File: src/rtl/my_pkg.sv
// Shared types for the execute issue path: unit select, shadow pipe
// entry, issue controller states and a saturating add helper.
package my_pkg;

    typedef enum logic [1:0] {
        XU_ALU = 2'd0,
        XU_MUL = 2'd1,
        XU_MEM = 2'd2,
        XU_BR  = 2'd3
    } xu;

    typedef struct packed {
        logic       valid;
        logic [4:0] rd;
        logic       is_mem;
        logic       kill;
    } issue_entry_t;

    typedef enum logic [1:0] {
        RUN   = 2'd0,
        MEM   = 2'd1,
        FLUSH = 2'd2
    } ctrl_state_t;

    function automatic logic [31:0] reg_bit(input logic [4:0] r);
        return (r == 5'd0) ? 32'd0 : (32'd1 << r);
    endfunction

    function automatic logic [31:0] sat_add(input logic [31:0] a,
                                            input logic [31:0] b);
        logic [32:0] s;
        s = {1'b0, a} + {1'b0, b};
        return s[32] ? 32'hffff_ffff : s[31:0];
    endfunction

endpackage

File: src/rtl/exec_issue_ctrl_scoreboard.sv
// Register busy scoreboard: one bit per architectural register,
// set wins over clear, x0 never busy.
module exec_scoreboard
    import my_pkg::*;
(
    input  logic        clk,
    input  logic        reset,
    input  logic        set_en,
    input  logic [4:0]  set_rd,
    input  logic [31:0] clr_mask,
    output logic [31:0] busy
);

    logic [31:0] busy_q, busy_d;

    always_comb begin
        busy_d = busy_q & ~clr_mask;
        if (set_en) busy_d = busy_d | reg_bit(set_rd);
        busy_d[0] = 1'b0;
    end

    always_ff @(posedge clk) begin
        if (reset) busy_q <= '0;
        else       busy_q <= busy_d;
    end

    assign busy = busy_q;

endmodule

File: src/rtl/exec_issue_ctrl.sv
// Issue controller in front of the execute pipe: RAW blocking, single
// memory op in flight, stream tag and branch kill. EXEC_ISSUE_STATS_EN adds counters.
module exec_issue_ctrl
    import my_pkg::*;
#(
    parameter int DEPTH = 3
) (
    input  logic        clk,
    input  logic        reset,
    input  logic        in_valid,
    output logic        in_ready,
    input  xu           in_xu,
    input  logic [4:0]  in_rd,
    input  logic [4:0]  in_rs1,
    input  logic [4:0]  in_rs2,
    input  logic [3:0]  in_tag,
    output logic        issue_valid,
    output xu           issue_xu,
    output logic [3:0]  issue_tag,
    input  logic        jump_in,
    output logic        retire_we,
    output logic [4:0]  retire_rd,
    output logic [3:0]  cur_tag,
    output logic        flush
`ifdef EXEC_ISSUE_STATS_EN
    ,
    output logic [31:0] stat_issued,
    output logic [31:0] stat_stall,
    output logic [31:0] stat_killed
`endif
);

    issue_entry_t [DEPTH:0] pipe_q, pipe_d;
    ctrl_state_t            state_q, state_d;
    logic [3:0]             cur_tag_q, cur_tag_d;
    logic                   flush_q, flush_d;

    logic [31:0]  busy;
    logic [31:0]  clr_mask;
    logic [31:0]  kill_mask;
    logic         set_en;
    logic         discard, hazard, in_is_mem, can_issue;
    issue_entry_t ret;

    assign ret       = pipe_q[DEPTH];
    assign in_is_mem = (in_xu == XU_MEM);
    assign discard   = in_valid && (in_tag != cur_tag_q);
    assign hazard    = busy[in_rs1] || busy[in_rs2];

    assign can_issue = !reset && in_valid && !discard && !hazard
                    && !jump_in && (state_q != FLUSH)
                    && !(in_is_mem && state_q == MEM);

    assign in_ready    = !reset && !jump_in && (discard || can_issue);
    assign issue_valid = can_issue;
    assign issue_xu    = can_issue ? in_xu : XU_ALU;
    assign issue_tag   = can_issue ? cur_tag_q : 4'd0;
    assign retire_we   = !reset && ret.valid && !ret.kill && (ret.rd != 5'd0);
    assign retire_rd   = (!reset && ret.valid) ? ret.rd : 5'd0;
    assign cur_tag     = cur_tag_q;
    assign flush       = flush_q;

    // Shift the shadow pipe; a taken branch at the tail kills everything behind it.
    always_comb begin
        kill_mask        = '0;
        pipe_d[0].valid  = can_issue;
        pipe_d[0].rd     = in_rd;
        pipe_d[0].is_mem = in_is_mem;
        pipe_d[0].kill   = 1'b0;
        for (int i = 1; i <= DEPTH; i++) pipe_d[i] = pipe_q[i-1];
        if (jump_in) begin
            for (int i = 0; i < DEPTH; i++) begin
                if (pipe_q[i].valid) begin
                    pipe_d[i+1].kill = 1'b1;
                    if (!pipe_q[i].kill) kill_mask = kill_mask | reg_bit(pipe_q[i].rd);
                end
            end
        end
        clr_mask = kill_mask;
        if (ret.valid && !ret.kill) clr_mask = clr_mask | reg_bit(ret.rd);
        set_en = can_issue && (in_rd != 5'd0);
    end

    always_comb begin
        state_d   = state_q;
        cur_tag_d = jump_in ? cur_tag_q + 4'd1 : cur_tag_q;
        unique case (state_q)
            RUN: begin
                if (jump_in)                     state_d = FLUSH;
                else if (can_issue && in_is_mem) state_d = MEM;
            end
            MEM: begin
                if (jump_in)                                 state_d = FLUSH;
                else if (ret.valid && ret.is_mem && !ret.kill) state_d = RUN;
            end
            FLUSH:   state_d = RUN;
            default: state_d = RUN;
        endcase
        flush_d = (state_d == FLUSH);
    end

    always_ff @(posedge clk) begin
        if (reset) begin
            pipe_q    <= '0;
            state_q   <= RUN;
            cur_tag_q <= 4'd0;
            flush_q   <= 1'b0;
        end else begin
            pipe_q    <= pipe_d;
            state_q   <= state_d;
            cur_tag_q <= cur_tag_d;
            flush_q   <= flush_d;
        end
    end

    exec_scoreboard u_sb (
        .clk      (clk),
        .reset    (reset),
        .set_en   (set_en),
        .set_rd   (in_rd),
        .clr_mask (clr_mask),
        .busy     (busy)
    );

`ifdef EXEC_ISSUE_STATS_EN
    logic [31:0] stat_issued_q, stat_issued_d;
    logic [31:0] stat_stall_q, stat_stall_d;
    logic [31:0] stat_killed_q, stat_killed_d;
    logic [31:0] kill_cnt;

    always_comb begin
        kill_cnt = '0;
        if (jump_in) begin
            for (int i = 0; i < DEPTH; i++) begin
                if (pipe_q[i].valid && !pipe_q[i].kill) kill_cnt = kill_cnt + 32'd1;
            end
        end
        stat_issued_d = sat_add(stat_issued_q, {31'd0, can_issue});
        stat_stall_d  = sat_add(stat_stall_q, {31'd0, in_valid && !in_ready && !reset});
        stat_killed_d = sat_add(stat_killed_q, kill_cnt);
    end

    always_ff @(posedge clk) begin
        if (reset) begin
            stat_issued_q <= '0;
            stat_stall_q  <= '0;
            stat_killed_q <= '0;
        end else begin
            stat_issued_q <= stat_issued_d;
            stat_stall_q  <= stat_stall_d;
            stat_killed_q <= stat_killed_d;
        end
    end

    assign stat_issued = stat_issued_q;
    assign stat_stall  = stat_stall_q;
    assign stat_killed = stat_killed_q;
`endif

endmodule
File: config.mk
export PLATFORM = sky130hd
export DESIGN_NAME = exec_issue_ctrl
export DESIGN_NICKNAME = d
export VERILOG_FILES = /design/src/rtl/my_pkg.sv /design/src/rtl/exec_issue_ctrl_scoreboard.sv /design/src/rtl/exec_issue_ctrl.sv
export SDC_FILE = /design/constraint.sdc
export NUM_CORES = 1
export LEC_CHECK = 0
export BUFFER_PORTS_ARGS = -buffer_cell sky130_fd_sc_hd__buf_4
export CAP_MARGIN = 25
export CORE_MARGIN = 2
export CORE_UTILIZATION = 59
export DETAILED_ROUTE_END_ITERATION = 8
export PLACE_DENSITY_LB_ADDON = 0.12
export SYNTH_ARGS = -nofsm -noshare
export SYNTH_HDL_FRONTEND = slang
export SYNTH_SLANG_ARGS = --single-unit
File: constraint.sdc
create_clock -name clk -period 4.3 [get_ports clk]
set_clock_uncertainty 0.1 [all_clocks]
set_input_delay 1.075 -clock clk [delete_from_list [all_inputs] [get_ports clk]]
set_output_delay 1.075 -clock clk [all_outputs]
set_load 0.02 [all_outputs]
==> reports/metrics.cfg <==
[route]
drc = 0
routed-via-count = 4315
routed_wl_um = 13560
route.antenna.remaining_nets = 0
post_drt_via_cell_ratio = 6.806
drt_pass1_iterations = 5
detailedRoute.firstIterationViolations = 500
average_detailed_routed_wire_length_per_instance_um = 21.39

[timing]
final_tns_setup_ns = 0
timing.final.crit_period_ns = 4.155
finalMaxSlewViolations = 0
finalWorstSetupSlack_ns = 0.1446
slew_headroom_pct = 46.04
holdWs_ns = 0.3494
fmax_mhz = 240.7
grt_setup_unrepaired = false
setup_viol_count_final = 0
final-hold-violation-count = 0
worst-slew-pin-transition_ns = 0.8076
post_route_clock_period_utilization_pct = 96.64

[final_layout]
drive_above_1_share_pct = 15.43
finish.cell_count_without_fillers = 634
filler_cell_count = 583
flow.area_growth_from_synthesis_pct = 12.28
ff_latch_area_sq_um = 1381
finish.net_count = 559
multi_input_comb_area_sq_um = 2601
antenna-diode-count = 0

[worst_hold_path]
min_path_type = reg2reg
worst_hold_path_endpoint = pipe_d[25]
timing.hold.worst_path_depth = 1
worst_hold_startpoint = pipe_d[17]

[place]
preCtsSetupSlack_ns = 0.1908
post-dp-hpwl_um = 9961
final_weighted_congestion_in_routability_driven_placement = 0.9783
placedCellCount = 618
port_buffers = 43

[global_route]
grt_pass1_wl_um = 20960
grt_start_max_net_pins = 43
grt-ovfl-total = 0
track_usage_pct = 35.95
grt_pass1_vias = 3917
grt_antenna_before_repair = 0

[worst_setup_path]
cp.buffers_inverters = 2
worst-endpoint-arrival_ns = 2.98
maximum_single_stage_delay_on_the_critical_path_ns = 0.51
max_fo_critical_path = 15
worst_r2r_path_depth = 7
critPathKind = in2out
endpoint_kind = primary output
slowest_stage = sky130_fd_sc_hd__mux4_2
crit-reg2reg-capture = u_sb.busy[31]
cp_top_family = compound AO/OA/AOI/OAI gates
r2r_startpoint = u_sb.busy[24]
timing.critical_path.from_type = input port
critical_path_cell_count = 8
crit_path_cell_trace = buf_4 -> mux4_2 -> nand3b_1 -> o21ai_1 -> a221oi_2 -> nand3_2 -> o21ai_0 -> buf_4
cp_data_required_time_ns = 3.12
top_cell_by_count_worst_path = sky130_fd_sc_hd__buf_4
reg2reg_setup_slack_ns = 1.33

[clock_network]
root_buffer = sky130_fd_sc_hd__clkbuf_8
cts_hold_buffers = 0
cts_post_setup_buffers_inserted = 0
maximum_clock_path_buffer_count = 2
clock_tree.htree_level_count = 3
cts_resized = 0
cts.reportedPaths.clkPinSlew_ns = 0.07
insertion_delay_to_the_later_sink_of_the_worst_skew_pair_ns = 0.34
cts_tree = built
clock-sinks = 69
cts_made_buffers = 9

[logic_synthesis]
postSynth.topFlopCell = sky130_fd_sc_hd__dfxtp_1
yosys.cell_types.count = 47
async_flop_share_pct = 0
postSynthNetCount = 538
ys_seq_area_share_pct = 32.99
number_of_synthesized_flops_with_an_enable_pin = 0
yosys_synthesis_warning_count = 0
postSynthRegisterBits = 69
syn_inst = 512
synth.cell_area_sq_um = 4187
synth.avg_cell_area_sq_um = 8.177

[power_and_ir_drop]
power_leakage_nw = 1.654
power_w = 0.001340
cellPowerDensity_nw_per_um2 = 285.1
ir_drop_mv = 0.2660

[floorplan]
initial_core_util_pct = 61.28
die_height_um = 88.24
core_area_sq_um = 6832
io_pins = 44
fp.dieArea_sq_um = 7785
placementRows = 30
chip_width_um = 88.24

[job]
drv.max_cap_violation_count = 0

[status]
run_status = completed

-- synthesized netlist by cell type (all sizes together), types with 11 or more instances --
library cell  count  area (sq um)
inv              14         52.55
o22ai            25         156.4
o2111ai          25         219.0
nand2b           18         112.6
nor3             11         55.05
nor2b            32         200.2
nand2            44         165.2
mux2i            19         190.2
clkbuf           24         90.09
buf              12         61.30
nand3            15         80.08
o31ai            23         172.7
dfxtp            69          1381
o21ai            33         165.2
nor2             52         195.2
-- stage by stage --
step	area (sq um)	util, %
5_1_grt	4701	68.81
3_3_place_gp	4501	65.88
6_report	4701	68.81
2_1_floorplan	4187	-
3_5_place_dp	4501	65.88
4_1_cts	4701	68.81
-- sequential cells by signal, indices dropped and copies added (netlist names) --
register	flops
pipe_q	10
cur_tag	4
state_q	2
pipe_d	21
flush	1
u_sb.busy	31
-- worst reg2reg max path: cells and delay by family, from the launching register on --
family                 cells  cell delay [ns]
AO/OA/AOI/OAI              3             1.07
multiplexers               1             0.46
AND/OR/NAND/NOR            2             0.45
buffers and inverters      1             0.37
flip-flops                 1             0.36
-- power by group --
group          switching [W]  total (W)  internal [W]
Sequential         0.0000192   0.000668      0.000649
Combinational      0.0000823   0.000132     0.0000498
Clock               0.000255   0.000540      0.000285
-- cell families after synthesis --
logic type / Yosys count / share of synthesized area [%]
buffers and inverters: 50 / 4.871
XOR/XNOR: 7 / 1.464
flip-flops: 69 / 32.99
AO/OA/AOI/OAI: 138 / 24.42
adder cells (fa/ha/maj): 1 / 0.2988
multiplexers: 26 / 8.308
AND/OR/NAND/NOR: 221 / 27.65
-- worst max path at each step --
stage / from / end / slack [ns]
final: in_rs1[1] / in_ready / 0.14
after global routing: in_rs1[1] / in_ready / 0.02
after CTS: in_rs1[1] / issue_xu[0] / 0.18
after detailed placement: in_rs1[1] / issue_tag[3] / 0.19
after global placement: in_rs1[1] / in_ready / 0.22
after floorplan: in_rs2[1] / issue_tag[0] / 0.32
-- cells in the final DEF (no fill, tap or decap), drive strengths merged, types with 11 or more instances in the layout --
master | synthesis | routed
o22ai | 25 | 25
nor2 | 52 | 52
o31ai | 23 | 23
buf | 12 | 46
mux2i | 19 | 19
dfxtp | 69 | 69
o2111ai | 25 | 25
nor2b | 32 | 32
nand2b | 18 | 18
nand3 | 15 | 15
nor3 | 11 | 11
clkbuf | 24 | 11
inv | 14 | 15
nand2 | 44 | 44
o21ai | 33 | 33
-- layer usage --
metal / up-vias / global-route usage [%] / routed length, um
li1: 1953 / - / -
met1: 2005 / 51.14 / 5670
met2: 301 / 50.65 / 5744
met3: 56 / 9.049 / 1509
met4: 0 / 17.77 / 635
met5: - / 0 / 0
-- area by class of cell --
| class | instances | area share, % |
|---|---|---|
| sequential | 69 | 29.39 |
| multi-input combinational | 393 | 55.34 |
| timing repair buffer | 46 | 7.346 |
| tap | 96 | 2.555 |
| clock inverter | 5 | 1.251 |
| clock buffer | 11 | 3.008 |
| inverter | 14 | 1.118 |
Note: power is estimated with default switching activity, not from simulation.
